`src/rtl/ramf_fifo_ctrl_if.sv`:
```
// ramf_fifo_ctrl_if: handshake and RAMF wiring bundle for ramf_fifo_ctrl.
// slave  : the FIFO controller.
// master : the surroundings (producer, consumer and the attached RAMF).
interface ramf_fifo_ctrl_if #(
    parameter int RAMD_W = 12,
    parameter int RAMA_W = 6
);
    // Producer / consumer side
    logic              flush;
    logic              wr_en;
    logic [RAMD_W-1:0] wr_data;
    logic              rd_req;
    logic [RAMD_W-1:0] rd_data;
    logic              rd_valid;
    logic              full;
    logic              empty;
    logic [RAMA_W:0]   count;
    logic              overflow;
    logic              underflow;
    logic              almost_full;

    // RAMF side
    logic [RAMD_W-1:0] ram_d;
    logic [RAMA_W-1:0] ram_waddr;
    logic [RAMA_W-1:0] ram_raddr;
    logic              ram_we;
    logic [RAMD_W-1:0] ram_q;

    modport slave (
        input  flush, wr_en, wr_data, rd_req, ram_q,
        output rd_data, rd_valid, full, empty, count, overflow, underflow,
               almost_full, ram_d, ram_waddr, ram_raddr, ram_we
    );

    modport master (
        output flush, wr_en, wr_data, rd_req, ram_q,
        input  rd_data, rd_valid, full, empty, count, overflow, underflow,
               almost_full, ram_d, ram_waddr, ram_raddr, ram_we
    );
endinterface

```
`src/rtl/ramf_fifo_ctrl.sv`:
```
// ramf_fifo_ctrl: turns one RAMF (simple dual-port RAM, registered read
// address, combinational q) into a synchronous FIFO of depth 2**RAMA_W.
// Owns the pointers and occupancy count, gates accesses against full/empty
// and marks the RAM's one-cycle read latency with rd_valid.
// Optional build macro: FIFO_ALMOST_EN enables the registered almost_full
// flag (count >= DEPTH - AF_MARGIN); otherwise almost_full is tied low.
module ramf_fifo_ctrl #(
    parameter int RAMD_W    = 12,
    parameter int RAMA_W    = 6,
    parameter int AF_MARGIN = 2
) (
    input  logic             clk,
    input  logic             rst,
    ramf_fifo_ctrl_if.slave  fifo
);
    localparam int              CNT_W    = RAMA_W + 1;
    localparam logic [CNT_W-1:0] FULL_CNT = CNT_W'(2 ** RAMA_W);

    generate
        if (AF_MARGIN < 1 || AF_MARGIN > (2 ** RAMA_W) - 1) begin : g_bad_margin
            $error("ramf_fifo_ctrl: AF_MARGIN must lie in 1..DEPTH-1");
        end
    endgenerate

    logic [RAMA_W-1:0] wr_ptr_q, wr_ptr_d;
    logic [RAMA_W-1:0] rd_ptr_q, rd_ptr_d;
    logic [CNT_W-1:0]  count_q, count_d;
    logic              rd_valid_q, rd_valid_d;
    logic              overflow_q, overflow_d;
    logic              underflow_q, underflow_d;
    logic              full, empty, wr_acc, rd_acc;

    // Accepts are judged on the pre-edge occupancy, so a full FIFO can still
    // take a read and an empty one a write in the same cycle.
    assign full   = (count_q == FULL_CNT);
    assign empty  = (count_q == '0);
    assign wr_acc = fifo.wr_en & ~full;
    assign rd_acc = fifo.rd_req & ~empty;

    // RAMF drive; flush suppresses the write strobe but leaves contents alone.
    assign fifo.ram_we    = wr_acc & ~fifo.flush;
    assign fifo.ram_waddr = wr_ptr_q;
    assign fifo.ram_d     = fifo.wr_data;
    assign fifo.ram_raddr = rd_ptr_q;

    // The RAMF registers raddr, so q already holds the popped word one cycle
    // after the accept; pass it straight through.
    assign fifo.rd_data   = fifo.ram_q;
    assign fifo.rd_valid  = rd_valid_q;
    assign fifo.full      = full;
    assign fifo.empty     = empty;
    assign fifo.count     = count_q;
    assign fifo.overflow  = overflow_q;
    assign fifo.underflow = underflow_q;

    // Next-state for pointers, count, valid strobe and sticky error flags.
    always_comb begin
        // NOTE: every variable gets a default first so no path leaves it
        // unassigned, which would otherwise infer a latch.
        wr_ptr_d    = wr_ptr_q;
        rd_ptr_d    = rd_ptr_q;
        count_d     = count_q;
        rd_valid_d  = 1'b0;
        overflow_d  = overflow_q;
        underflow_d = underflow_q;
        if (fifo.flush) begin
            wr_ptr_d    = '0;
            rd_ptr_d    = '0;
            count_d     = '0;
            overflow_d  = 1'b0;
            underflow_d = 1'b0;
        end else begin
            if (wr_acc) wr_ptr_d = wr_ptr_q + 1'b1;
            if (rd_acc) rd_ptr_d = rd_ptr_q + 1'b1;
            case ({wr_acc, rd_acc})
                2'b10:   count_d = count_q + 1'b1;
                2'b01:   count_d = count_q - 1'b1;
                default: count_d = count_q;
            endcase
            rd_valid_d  = rd_acc;
            overflow_d  = overflow_q  | (fifo.wr_en  & full);
            underflow_d = underflow_q | (fifo.rd_req & empty);
        end
    end

    // State registers; asynchronous reset drops any pending rd_valid at once.
    always_ff @(posedge clk or posedge rst) begin
        if (rst) begin
            wr_ptr_q    <= '0;
            rd_ptr_q    <= '0;
            count_q     <= '0;
            rd_valid_q  <= 1'b0;
            overflow_q  <= 1'b0;
            underflow_q <= 1'b0;
        end else begin
            // NOTE: non-blocking assignments so every register samples the
            // pre-edge values regardless of statement order.
            wr_ptr_q    <= wr_ptr_d;
            rd_ptr_q    <= rd_ptr_d;
            count_q     <= count_d;
            rd_valid_q  <= rd_valid_d;
            overflow_q  <= overflow_d;
            underflow_q <= underflow_d;
        end
    end

`ifdef FIFO_ALMOST_EN
    localparam logic [CNT_W-1:0] AF_LEVEL = FULL_CNT - CNT_W'(AF_MARGIN);

    logic almost_full_q, almost_full_d;

    // Threshold is taken on the next count so the flag moves with count.
    always_comb begin
        almost_full_d = fifo.flush ? 1'b0 : (count_d >= AF_LEVEL);
    end

    // almost_full register.
    always_ff @(posedge clk or posedge rst) begin
        if (rst) almost_full_q <= 1'b0;
        else     almost_full_q <= almost_full_d;
    end

    assign fifo.almost_full = almost_full_q;
`else
    assign fifo.almost_full = 1'b0;
`endif

endmodule
```
`src/flat_wrapper.sv`:
```
// flat-port wrapper written by rule: the top's interface ports become plain ports
module ramf_fifo_ctrl_flat 
#(
    parameter int RAMD_W    = 12,
    parameter int RAMA_W    = 6,
    parameter int AF_MARGIN = 2
)
  (clk, rst, fifo_flush, fifo_wr_en, fifo_wr_data, fifo_rd_req, fifo_ram_q, fifo_rd_data, fifo_rd_valid, fifo_full, fifo_empty, fifo_count, fifo_overflow, fifo_underflow, fifo_almost_full, fifo_ram_d, fifo_ram_waddr, fifo_ram_raddr, fifo_ram_we);
  ramf_fifo_ctrl_if #(.RAMD_W(RAMD_W), .RAMA_W(RAMA_W)) fifo_i ();
  input  logic clk;
  input  logic rst;
  input wire logic [$bits(fifo_i.flush)-1:0] fifo_flush;
  input wire logic [$bits(fifo_i.wr_en)-1:0] fifo_wr_en;
  input wire logic [$bits(fifo_i.wr_data)-1:0] fifo_wr_data;
  input wire logic [$bits(fifo_i.rd_req)-1:0] fifo_rd_req;
  input wire logic [$bits(fifo_i.ram_q)-1:0] fifo_ram_q;
  output wire logic [$bits(fifo_i.rd_data)-1:0] fifo_rd_data;
  output wire logic [$bits(fifo_i.rd_valid)-1:0] fifo_rd_valid;
  output wire logic [$bits(fifo_i.full)-1:0] fifo_full;
  output wire logic [$bits(fifo_i.empty)-1:0] fifo_empty;
  output wire logic [$bits(fifo_i.count)-1:0] fifo_count;
  output wire logic [$bits(fifo_i.overflow)-1:0] fifo_overflow;
  output wire logic [$bits(fifo_i.underflow)-1:0] fifo_underflow;
  output wire logic [$bits(fifo_i.almost_full)-1:0] fifo_almost_full;
  output wire logic [$bits(fifo_i.ram_d)-1:0] fifo_ram_d;
  output wire logic [$bits(fifo_i.ram_waddr)-1:0] fifo_ram_waddr;
  output wire logic [$bits(fifo_i.ram_raddr)-1:0] fifo_ram_raddr;
  output wire logic [$bits(fifo_i.ram_we)-1:0] fifo_ram_we;
  assign fifo_i.flush = fifo_flush;
  assign fifo_i.wr_en = fifo_wr_en;
  assign fifo_i.wr_data = fifo_wr_data;
  assign fifo_i.rd_req = fifo_rd_req;
  assign fifo_i.ram_q = fifo_ram_q;
  assign fifo_rd_data = fifo_i.rd_data;
  assign fifo_rd_valid = fifo_i.rd_valid;
  assign fifo_full = fifo_i.full;
  assign fifo_empty = fifo_i.empty;
  assign fifo_count = fifo_i.count;
  assign fifo_overflow = fifo_i.overflow;
  assign fifo_underflow = fifo_i.underflow;
  assign fifo_almost_full = fifo_i.almost_full;
  assign fifo_ram_d = fifo_i.ram_d;
  assign fifo_ram_waddr = fifo_i.ram_waddr;
  assign fifo_ram_raddr = fifo_i.ram_raddr;
  assign fifo_ram_we = fifo_i.ram_we;
  ramf_fifo_ctrl #(.RAMD_W(RAMD_W), .RAMA_W(RAMA_W), .AF_MARGIN(AF_MARGIN)) u_core (.clk(clk), .rst(rst), .fifo(fifo_i));
endmodule
```
`config.mk`:
```
export PLATFORM = sky130hd
export DESIGN_NAME = ramf_fifo_ctrl_flat
export DESIGN_NICKNAME = d
export VERILOG_FILES = /design/src/rtl/ramf_fifo_ctrl_if.sv /design/src/rtl/ramf_fifo_ctrl.sv /design/src/flat_wrapper.sv
export SDC_FILE = /design/constraint.sdc
export NUM_CORES = 1
export LEC_CHECK = 0
export BUFFER_PORTS_ARGS = -buffer_cell sky130_fd_sc_hd__buf_4
export CORE_MARGIN = 5
export CORE_UTILIZATION = 48
export CTS_CLUSTER_DIAMETER = 100
export DETAILED_ROUTE_END_ITERATION = 8
export PLACE_DENSITY = 0.85
export SYNTH_ARGS = -nofsm -noshare
export SYNTH_HDL_FRONTEND = slang
export SYNTH_SLANG_ARGS = --single-unit
```
`constraint.sdc`:
```
create_clock -name clk -period 8.3 [get_ports clk]
set_input_delay 0 -clock clk [delete_from_list [all_inputs] [get_ports clk]]
set_output_delay 0 -clock clk [all_outputs]
set_load 0.02 [all_outputs]
```
## Word level (Yosys, flattened, before mapping)

Index checks and enable logic that the tools add are counted.

- Add/sub/neg operators: 4
- Multiply operators: 0
- Divide/modulo/power cells: 0
- Order comparisons: 0
- Eq/ne operators: 3
- Shifts and indexed selects: 0
- Muxes and demuxes: 9
- Bitwise gates (word level): 10
- Reduce and logical (&&, ||, !) cells: 4

Operator list:

| operator | count |
|---|---|
| $mux 6 | 4 |
| $pmux 7 s2 | 1 |
| $add 6x1->6 const B | 2 |
| $add 7x1->7 const B | 1 |
| $eq 7x7->1 const B | 1 |
| $logic_not 7->1 | 1 |
| $mux 7 | 1 |
| $sub 7x1->7 const B | 1 |
| $and 1x1->1 | 5 |
| $reduce_bool 2->1 | 2 |
| $mux 1 | 3 |
| $not 1->1 | 3 |
| $reduce_bool 3->1 | 1 |
| $eq 2x1->1 const B | 1 |
| $eq 2x2->1 const B | 1 |
| $or 1x1->1 | 2 |

- Register bits after elaboration: 22
- Bits in latches: 0
- Bits in writable memories: 0
- Bits in read-only memories: 0
- Input bits: 29
- Memories: 0

## Depth between registers and ports, before layout

Gate-level depths: netlist of the first run.

- Depth after elaboration: 6
- Mapped depth: 13
- Mapped depth without buffers: 10

## Worst setup path after synthesis of the first run

Ideal clock, no wire load.

- Path kind: register to register
- Start: register u_core.count_q[2] (netlist: u_core.fifo.count[2])
- End: register u_core.count_q[6] (netlist: u_core.fifo.count[6])
- Data arrival time: 3.137 ns
- Slack: 5.035 ns
- Cell stages (with the launch flop): 14
- Buffers on the path: 3
- Clock period less this slack: 3.265 ns
- Cells stage by stage: dfrtp_1 > buf_6 > or3_1 > clkbuf_2 > o31a_1 > clkbuf_1 > nor2_1 > xor2_1 > ha_1 > nor2_1 > a221oi_1 > or4_1 > a21oi_1 > mux2_1

- Cells in the longest elaborated chain, start to end: 6
- Elaborated cells on any way between the ends: 13

RTL lines:

| what | line | text |
|---|---|---|
| start: declaration | ramf_fifo_ctrl.sv:27 | `logic [CNT_W-1:0] count_q, count_d;` |
| start signal: assignment | ramf_fifo_ctrl.sv:100 | `count_q <= count_d;` |
| branches (longest 6 deep; another with $sub 7x1->7) | - |  |

Several ways; the timed one is not identified.
A chain may end at the register's enable or synchronous reset.

## Worst setup path after layout of the first run

Ends and elaborated chain as after synthesis.

==> results.toml, run 1 <==
[synthesis]
synth_area_sq_um = 1455
ys_warn_count = 0
synthArstFlopShare = 1.000
yosysUniqueCellTypes = 41
synth_most_common_cell = "buf_4"
synth_top_area_cell = "dfrtp_1"
ys_top_cells_by_count = "buf_4 (25), dfrtp_1 (22), nor2_1 (22)"
synth.avg_cell_area_sq_um = 8.766
syn_nets = 199
ys_seq_area_frac = 0.3783
synth_area_leaders = "dfrtp_1 (38%), buf_4 (13%), nor2_1 (5.7%)"
synth_ff_type = "dfrtp_1"
synth_cells = 166
synth-edff-count = 0
synth-seq-cells = 22
yosys.area.top_type_share = 0.3783

[power]
power.density_nw_per_um2 = 327.1
ir_worst_vdd_mv = 0.1888
p_leak_nw = 0.7540

[sta]
slew_headroom = 0.4397
setup_viol = 0
worst_pin_slew_ns = 0.8395
post-route-period-util = 0.3904
fmax_mhz = 308.6
skew_ns = 0.006798
finalCriticalPeriod_ns = 3.241
fin_setup_tns_ns = 0
grt_setup_unrepaired = "no"
drv_slew = 0
hold_viol_final = 0

[clock_tree]
clock_latency_ns = 0.31
cts_tree = "done"
clock_sinks = 22
clkTransAtPathRegs_ns = 0.12
h-tree-depth = 1
cts_inserted_buffers = 3
post_cts_resize_count = 0
root_buffer = "clkbuf_4"
clockBufferDepth = 2

[floorplanning]
die_h_um = 65.06
die_width_um = 65.06
fp.dieArea_sq_um = 4233
initial_core_util = 0.4887
rows = 20
core_area_sq_um = 2978
pin_count = 79

[route]
drtIter0Drc = 49
drt-vias-per-instance = 5.680
dr.pass1.iters = 4
drtAntennaViolNets = 0
wire_per_inst_um = 15.00
vias = 1136
drcViolationCount = 0
routed_wl_um = 2999

[worst_setup_path]
crit_arrival_ns = 3.44
worst_setup_path_end_kind = "flop"
slowest_delay_ns = 0.51
cp_slowest_cell = "or3_1"
path_class = "flop to flop"
cp-start-kind = "flop"
cp_common_cell = "nor2_1"
required_ns = 8.50
crit_fanout = 15
cp_cell_sequence = "or3_1 > o31a_1 > nor2_1 > xor2_1 > ha_1 > nor2_1 > a221oi_1 > or4_1 > a21oi_1 > mux2_1"

[worst_hold_path]
hold_path_class = "input pin to primary output"

[finish]
antenna_cells = 0
areaGrowthSynthToFinish_pct = 6.535
fin_util = 0.5206
drive_above_1_share = 0.2156
fillers = 285
fin_nets = 201

[global_route]
grt-ovfl-total = 0
grt_max_degree = 27
grt_pass1_wl_um = 4947
grt_pass1_vias = 1069
antenna_found_initial = 0
track_usage = 0.1461

[run]
cap_violations = 0

[status]
status = "complete, no violations"

[placement]
io_buffers = 29
gp_congestion = 0.8971
dp_hpwl_um = 2162
==> layout make-up <==
class / instances / area (sq um) / area share
sequential: 22 / 550.5 / 0.3551
multi-input combinational: 107 / 663.1 / 0.4278
clock inverter: 1 / 30.03 / 0.01937
tap: 33 / 41.29 / 0.02663
timing repair buffer: 30 / 227.7 / 0.1469
clock buffer: 3 / 22.52 / 0.01453
inverter: 4 / 15.01 / 0.009685
==> metal layers <==
metal | vias up | GRT usage | part of all wire
met2 | 55 | 0.2312 | 0.46
met5 | - | 0 | 0
met1 | 529 | 0.2035 | 0.45
met3 | 4 | 0.03466 | 0.083
met4 | 0 | 0.03109 | 0.0070
li1 | 548 | - | -
==> critical path, delay by kind of cell (launching register included) <==
kind | cells | cell delay (ns)
compound gates | 3 | 0.71
xor+xnor | 1 | 0.09
simple gates | 4 | 1.24
flops | 1 | 0.50
fa+ha+maj | 1 | 0.24
mux | 1 | 0.34
==> per-stage QoR <==
| stage | hold WS [ns] | std cells | worst slack (ns) | power, mW | area [sq um] |
|---|---|---|---|---|---|
| floorplan | -0.01077 | 166 | 5.035 | 0.3624 | 1455 |
| global placement | 0.0001367 | 195 | 5.153 | 0.4194 | 1488 |
| detailed placement | 0.0001367 | 195 | 5.101 | 0.4241 | 1488 |
| CTS | 0.0001367 | 200 | 5.061 | 0.5092 | 1550 |
| global route | 0.00002924 | 200 | 4.863 | 0.5466 | 1550 |
| finish | 0.000007743 | 200 | 5.059 | 0.5071 | 1550 |
==> repair_timing <==
item	CTS	global route
buffers inserted	0	0
hold endpoints to repair	22	0
hold buffers	1	0
setup endpoints to repair	0	0
==> registers in the layout, summed over array words and instances, names as in the netlist <==
name / cells
u_core.fifo.underflow: 1
u_core.fifo.count: 7
u_core.fifo.ram_raddr: 6
u_core.fifo.ram_waddr: 6
u_core.fifo.rd_valid: 1
u_core.fifo.overflow: 1
==> placed cells by master, fill, tap and decap left out, types with 2 or more instances in the layout <==
master	count
o21ai_0	2
nand2_1	12
nor2_1	22
a21oi_1	10
and3_1	3
xnor2_1	3
mux2_1	2
nor3_1	5
buf_4	29
nand3_1	2
ha_1	4
nor4_1	2
inv_1	4
or4_1	4
nand4_1	4
or3_1	3
nor2b_1	2
clkbuf_4	3
xor2_1	9
dfrtp_1	22
==> path summary, 6_finish.rpt <==
| kind | start | end | slack [ns] | cells after the start |
|---|---|---|---|---|
| max in group asynchronous | rst | u_core.fifo.ram_raddr[3] | 7.37 | 3 |
| max | u_core.fifo.count[2] | u_core.fifo.count[6] | 5.06 | 10 |
| max reg2reg | u_core.fifo.count[2] | u_core.fifo.count[6] | 5.06 | 10 |
| min in group asynchronous | rst | u_core.fifo.ram_raddr[4] | 0.40 | 3 |
| min reg2reg | u_core.fifo.underflow | u_core.fifo.underflow | 0.53 | 2 |
| min | fifo_wr_data[3] | fifo_ram_d[3] | 0.000008 | 0 |
==> where the power goes <==
part,internal [mW],switching [mW]
clock,0.0488,0.0335
combinational,0.104,0.155
sequential,0.129,0.0374
total,0.281,0.226
==> logic make-up after synthesis <==
family                   synth area share
flip-flops                         0.3783
adder cells (fa/ha/maj)           0.03440
multiplexers                      0.02321
buffers and inverters              0.1659
AND/OR/NAND/NOR                    0.2029
other                            0.002577
AO/OA/AOI/OAI                      0.1204
XOR/XNOR                          0.07223
Note: power is estimated with default switching activity, not from simulation.
==> run 2, diff against run 1 <==
- CORE_UTILIZATION: 48 -> 44
- PLACE_DENSITY: 0.85 -> 0.79
- clock period: 8.3 -> 3.2 ns (I/O delays scaled with it)
==> run 2 against run 1 <==
Against the previous run: clock power rose to 2.7 times the previous value; sequential power rose by 140%; final cell count rose by 9.0%; largest power group unchanged; largest cell class unchanged; register-to-register slack got worse by 4.8 ns.
==> results.toml, run 2 (same netlist as run 1, synthesis figures left out) <==
[status]
status = "complete, no violations"

[power]
p_leak_nw = 0.7859
ir_worst_vdd_mv = 0.5269
power.density_nw_per_um2 = 844.5
power.total_mw = 1.373

[worst_setup_path]
crit_cells = 10
crit_fanout = 9
slowest_delay_ns = 0.51
worst_setup_path_end_kind = "flop"
reg2reg_slack_ns = 0.21
r2r-end = "u_core.fifo.count[6]"
path_class = "flop to flop"
cp_num_buf_inv = 0
reg2reg_from = "u_core.fifo.count[2]"
cp_slowest_cell = "or3_1"
ff2ff_path_depth = 10
cp_cell_sequence = "or3_1 > o31a_1 > nor2_2 > xor2_1 > ha_1 > nor2_1 > a221oi_1 > or4_1 > a21oi_1 > mux2_1"
endpoint = "u_core.fifo.count[6]"
path_delay_family = "simple AND/OR/NAND/NOR gates"
cp-start-kind = "flop"
crit_arrival_ns = 3.21
cp-startpoint = "u_core.fifo.count[2]"
required_ns = 3.42

[finish]
most-common-layout-cells = "buf_4 (34), nor2_1 (21), dfrtp_1 (21)"
fin_cells = 218
drive_above_1_share = 0.2471
fin_util = 0.5238
antenna_cells = 0
fin_nets = 208
areaGrowthSynthToFinish_pct = 11.69
layout_commonest_cell = "buf_4"
largest_reg_flops = 7

[route]
drcViolationCount = 0
drt-vias-per-instance = 5.482
top_layer_used = "met4"
wire_per_inst_um = 15.00
dr.pass1.iters = 4
routed_wl_um = 3271
dr_wl_met3_um = 242
drtIter0Drc = 60
dr_wl_met2_um = 1693
m1WireLength_um = 1283
vias = 1195
drtAntennaViolNets = 0

[floorplanning]
fp.dieArea_sq_um = 4557
die_h_um = 67.51
die_width_um = 67.51
initial_core_util = 0.4690
core_area_sq_um = 3103
rows = 20
pin_count = 79

[placement]
dp_slack_ns = 0.2329
gp_congestion = 0.9414
dp_hpwl_um = 2378
io_buffers = 29
dp_cells = 211

[sta]
hold_viol_final = 0
fin_setup_tns_ns = 0
worst_pin_slew_ns = 0.8414
setup_viol = 0
finalCriticalPeriod_ns = 2.988
skew_ns = 0.006162
post-route-period-util = 0.9337
grt_setup_unrepaired = "no"
setup_slack_ns = 0.2121
slew_headroom = 0.4385
drv_slew = 0
fmax_mhz = 334.7

[global_route]
grt_pass1_wl_um = 5602
antenna_found_initial = 0
track_usage = 0.1573
grt_pass1_vias = 1248
grt-ovfl-total = 0
grt_max_degree = 27

[worst_hold_path]
hold_path_class = "input pin to primary output"

[clock_tree]
cts_tree = "done"
root_buffer = "clkbuf_4"
post_cts.repair.setup_buffers = 0
h-tree-depth = 1
cts_inserted_buffers = 3
clock_sinks = 22
clock_latency_ns = 0.32
clockBufferDepth = 2
clkTransAtPathRegs_ns = 0.13

[run]
cap_violations = 0
## run 2: changes by cell type in the layout (fill, tap and decap cells not counted), sizes merged
cell | previous run | this run
buf | 29 | 34
dlygate4sd3 | 1 | 3
## run 2: final cells by class
cell class	count	area, sq um
timing repair buffer	37	285.3
clock buffer	3	22.52
sequential	22	551.8
clock inverter	1	30.03
multi-input combinational	107	665.6
tap	44	55.05
fill	308	1478
inverter	4	15.01
## run 2: worst min path at each step
stage	start	end	slack [ns]	cells after the start
after floorplan	rst	u_core.fifo.count[0]	-0.01	1
after global placement	fifo_wr_data[6]	fifo_ram_d[6]	0.0001	0
after detailed placement	fifo_wr_data[6]	fifo_ram_d[6]	0.0001	0
after CTS	fifo_wr_data[6]	fifo_ram_d[6]	0.0001	0
after global routing	fifo_ram_q[11]	fifo_rd_data[11]	0.00003	0
final	fifo_wr_data[0]	fifo_ram_d[0]	0.000006	0
## run 2: per-layer routing
layer  GRT usage  vias up
li1            -      562
met1      0.1881      581
met2      0.2734       45
met3     0.03494        7
met4     0.05823        0
met5           0        -
## run 2: stage by stage
stage | hold WS [ns] | cell area, sq um
CTS | 0.0001367 | 1625
floorplan | -0.01084 | 1460
detailed placement | 0.0001367 | 1543
finish | 0.000006427 | 1625
global placement | 0.0001367 | 1543
global route | 0.00003224 | 1625
## run 2: repair_timing
| action | CTS | global route |
|---|---|---|
| resized for setup | 0 | 0 |
| hold buffers | 3 | 0 |
| endpoints found under the hold margin | 24 | 0 |
## run 2: power by group
part | internal, mW | switching [mW] | total (mW) | leakage [nW]
Sequential | 0.335 | 0.0679 | 0.403 | 0.298
Clock | 0.127 | 0.0919 | 0.219 | 0.0279
Combinational | 0.303 | 0.448 | 0.751 | 0.459
==> run 3, diff against run 2 <==
- clock period: 3.2 -> 2.8 ns (I/O delays scaled with it)
==> run 3 against run 2 <==
Against the previous run: clock skew up 0.0035 ns; power up 26%; worst setup slack worse by 0.19 ns; critical path type unchanged; largest cell class unchanged.
==> results.toml, run 3 (same netlist as run 1, synthesis figures left out) <==
[finish]
fin_area_sq_um = 1702
drive_above_1_share = 0.3184
areaGrowthSynthToFinish_pct = 16.94
fin_cells = 223
antenna_cells = 0
fillers = 306
register_area_sq_um = 553.0
fin_nets = 213
largest_reg_flops = 7
most-common-layout-cells = "buf_4 (40), nor2_1 (21), dfrtp_1 (20)"
layout_commonest_cell = "buf_4"
multi_input_area_sq_um = 705.7

[global_route]
grt_max_degree = 27
track_usage = 0.1739
grt_pass1_vias = 1269
grt-ovfl-total = 0
grt_pass1_wl_um = 5996
antenna_found_initial = 0

[worst_setup_path]
cp_cell_sequence = "or4_4 > o21ai_4 > nor2_4 > xor2_1 > ha_2 > nor2_1 > a221oi_1 > or4_1 > a21oi_2 > mux2_4"
cp-start-kind = "flop"
cp_num_buf_inv = 0
crit_arrival_ns = 3.01
slowest_delay_ns = 0.55
path_class = "flop to flop"
path_delay_family = "simple AND/OR/NAND/NOR gates"
worst_setup_path_end_kind = "flop"
crit_fanout = 5
required_ns = 3.03
cp_slowest_cell = "or4_4"

[sta]
finalCriticalPeriod_ns = 2.781
setup_slack_ns = 0.01935
skew_ns = 0.009670
drv_slew = 0
fin_setup_tns_ns = 0
worst_pin_slew_ns = 0.8408
grt_setup_unrepaired = "yes"
post-route-period-util = 0.9931
setup_viol = 0
fmax_mhz = 359.6
hold_viol_final = 0
slew_headroom = 0.4389

[clock_tree]
clkTransAtPathRegs_ns = 0.13
clock_sinks = 22
h-tree-depth = 1
root_buffer = "clkbuf_4"
clockBufferDepth = 2
cts_tree = "done"
clock_latency_ns = 0.32
cts_inserted_buffers = 3

[route]
drtIter0Drc = 35
drcViolationCount = 0
wire_per_inst_um = 16.60
routed_wl_um = 3702
drtAntennaViolNets = 0
vias = 1255
drt-vias-per-instance = 5.628
dr.pass1.iters = 4

[power]
power.total_mw = 1.726
ir_worst_vdd_mv = 0.6578
p_leak_nw = 0.8106
power.density_nw_per_um2 = 1014

[placement]
dp_cells = 215
dp_slack_ns = 0.003929
dp_hpwl_um = 2765
place_area_sq_um = 1589
gp_congestion = 0.8908
io_buffers = 29

[run]
cap_violations = 0

[floorplanning]
die_h_um = 67.51
pin_count = 79
core_area_sq_um = 3103
fp.dieArea_sq_um = 4557
initial_core_util = 0.4690
rows = 20
die_width_um = 67.51

[worst_hold_path]
hold_path_class = "input pin to primary output"

[status]
status = "complete, no violations"
## run 3: cell types whose count changed in the layout (fill, tap and decap cells not counted), sizes merged
cell,before,now
buf,34,40
dlygate4sd3,3,2
## run 3: stage by stage
stage | hold WS [ns] | util
after floorplan | -0.01084 | -
after global routing | 0.00003629 | 0.5484
final | 0.000006424 | 0.5484
after CTS | 0.0001367 | 0.5427
after global placement | 0.0001367 | 0.5121
after detailed placement | 0.0001367 | 0.5121
## run 3: area by class of cell
cell class / instances / share of cell area
clock buffers: 3 / 0.01324
clock inverters: 1 / 0.01765
inverters: 4 / 0.008824
multi-input cells: 107 / 0.4147
flip-flops and latches: 22 / 0.3250
well taps: 44 / 0.03235
repair buffers: 42 / 0.1882
## run 3: path summary, 6_finish.rpt
check	startpoint	end	slack, ns	cells past startpoint
min in group asynchronous	rst	u_core.fifo.ram_waddr[5]	0.39	3
worst max-delay path	u_core.fifo.count[5]	u_core.fifo.count[6]	0.02	10
worst min register to register	u_core.fifo.underflow	u_core.fifo.underflow	0.53	2
max in group asynchronous	rst	u_core.fifo.count[5]	1.84	3
worst max register to register	u_core.fifo.count[5]	u_core.fifo.count[6]	0.02	10
worst min-delay path	fifo_ram_q[8]	fifo_rd_data[8]	0.000006	0
## run 3: worst register-to-register path, cell delays in order, from the launching register on
cell	delay (ns)
dfrtp_2	0.46
or4_4	0.55
o21ai_4	0.18
nor2_4	0.06
xor2_1	0.14
ha_2	0.20
nor2_1	0.10
a221oi_1	0.07
or4_1	0.43
a21oi_2	0.17
mux2_4	0.31
## run 3: per-layer routing
| layer | GRT usage | vias to the layer above | wire length [um] |
|---|---|---|---|
| met5 | 0 | - | 0 |
| met4 | 0.06582 | 0 | 71 |
| met3 | 0.05491 | 7 | 402 |
| met2 | 0.3026 | 69 | 1794 |
| met1 | 0.1967 | 604 | 1433 |
| li1 | - | 575 | - |
## run 3: power by group
group	total [mW]	leakage [nW]	switching [mW]	internal, mW
logic	1.03	0.486	0.584	0.447
clock network	0.248	0.0279	0.103	0.145
registers	0.447	0.297	0.0626	0.384
total	1.73	0.811	0.750	0.976
## run 3: timing repair
item,4_1_cts,5_1_grt
hold buffers,2,0
endpoints found under the hold margin,23,0
setup endpoints to repair,1,2
pin swaps,1,3
buffers inserted,1,1
resized for setup,3,3
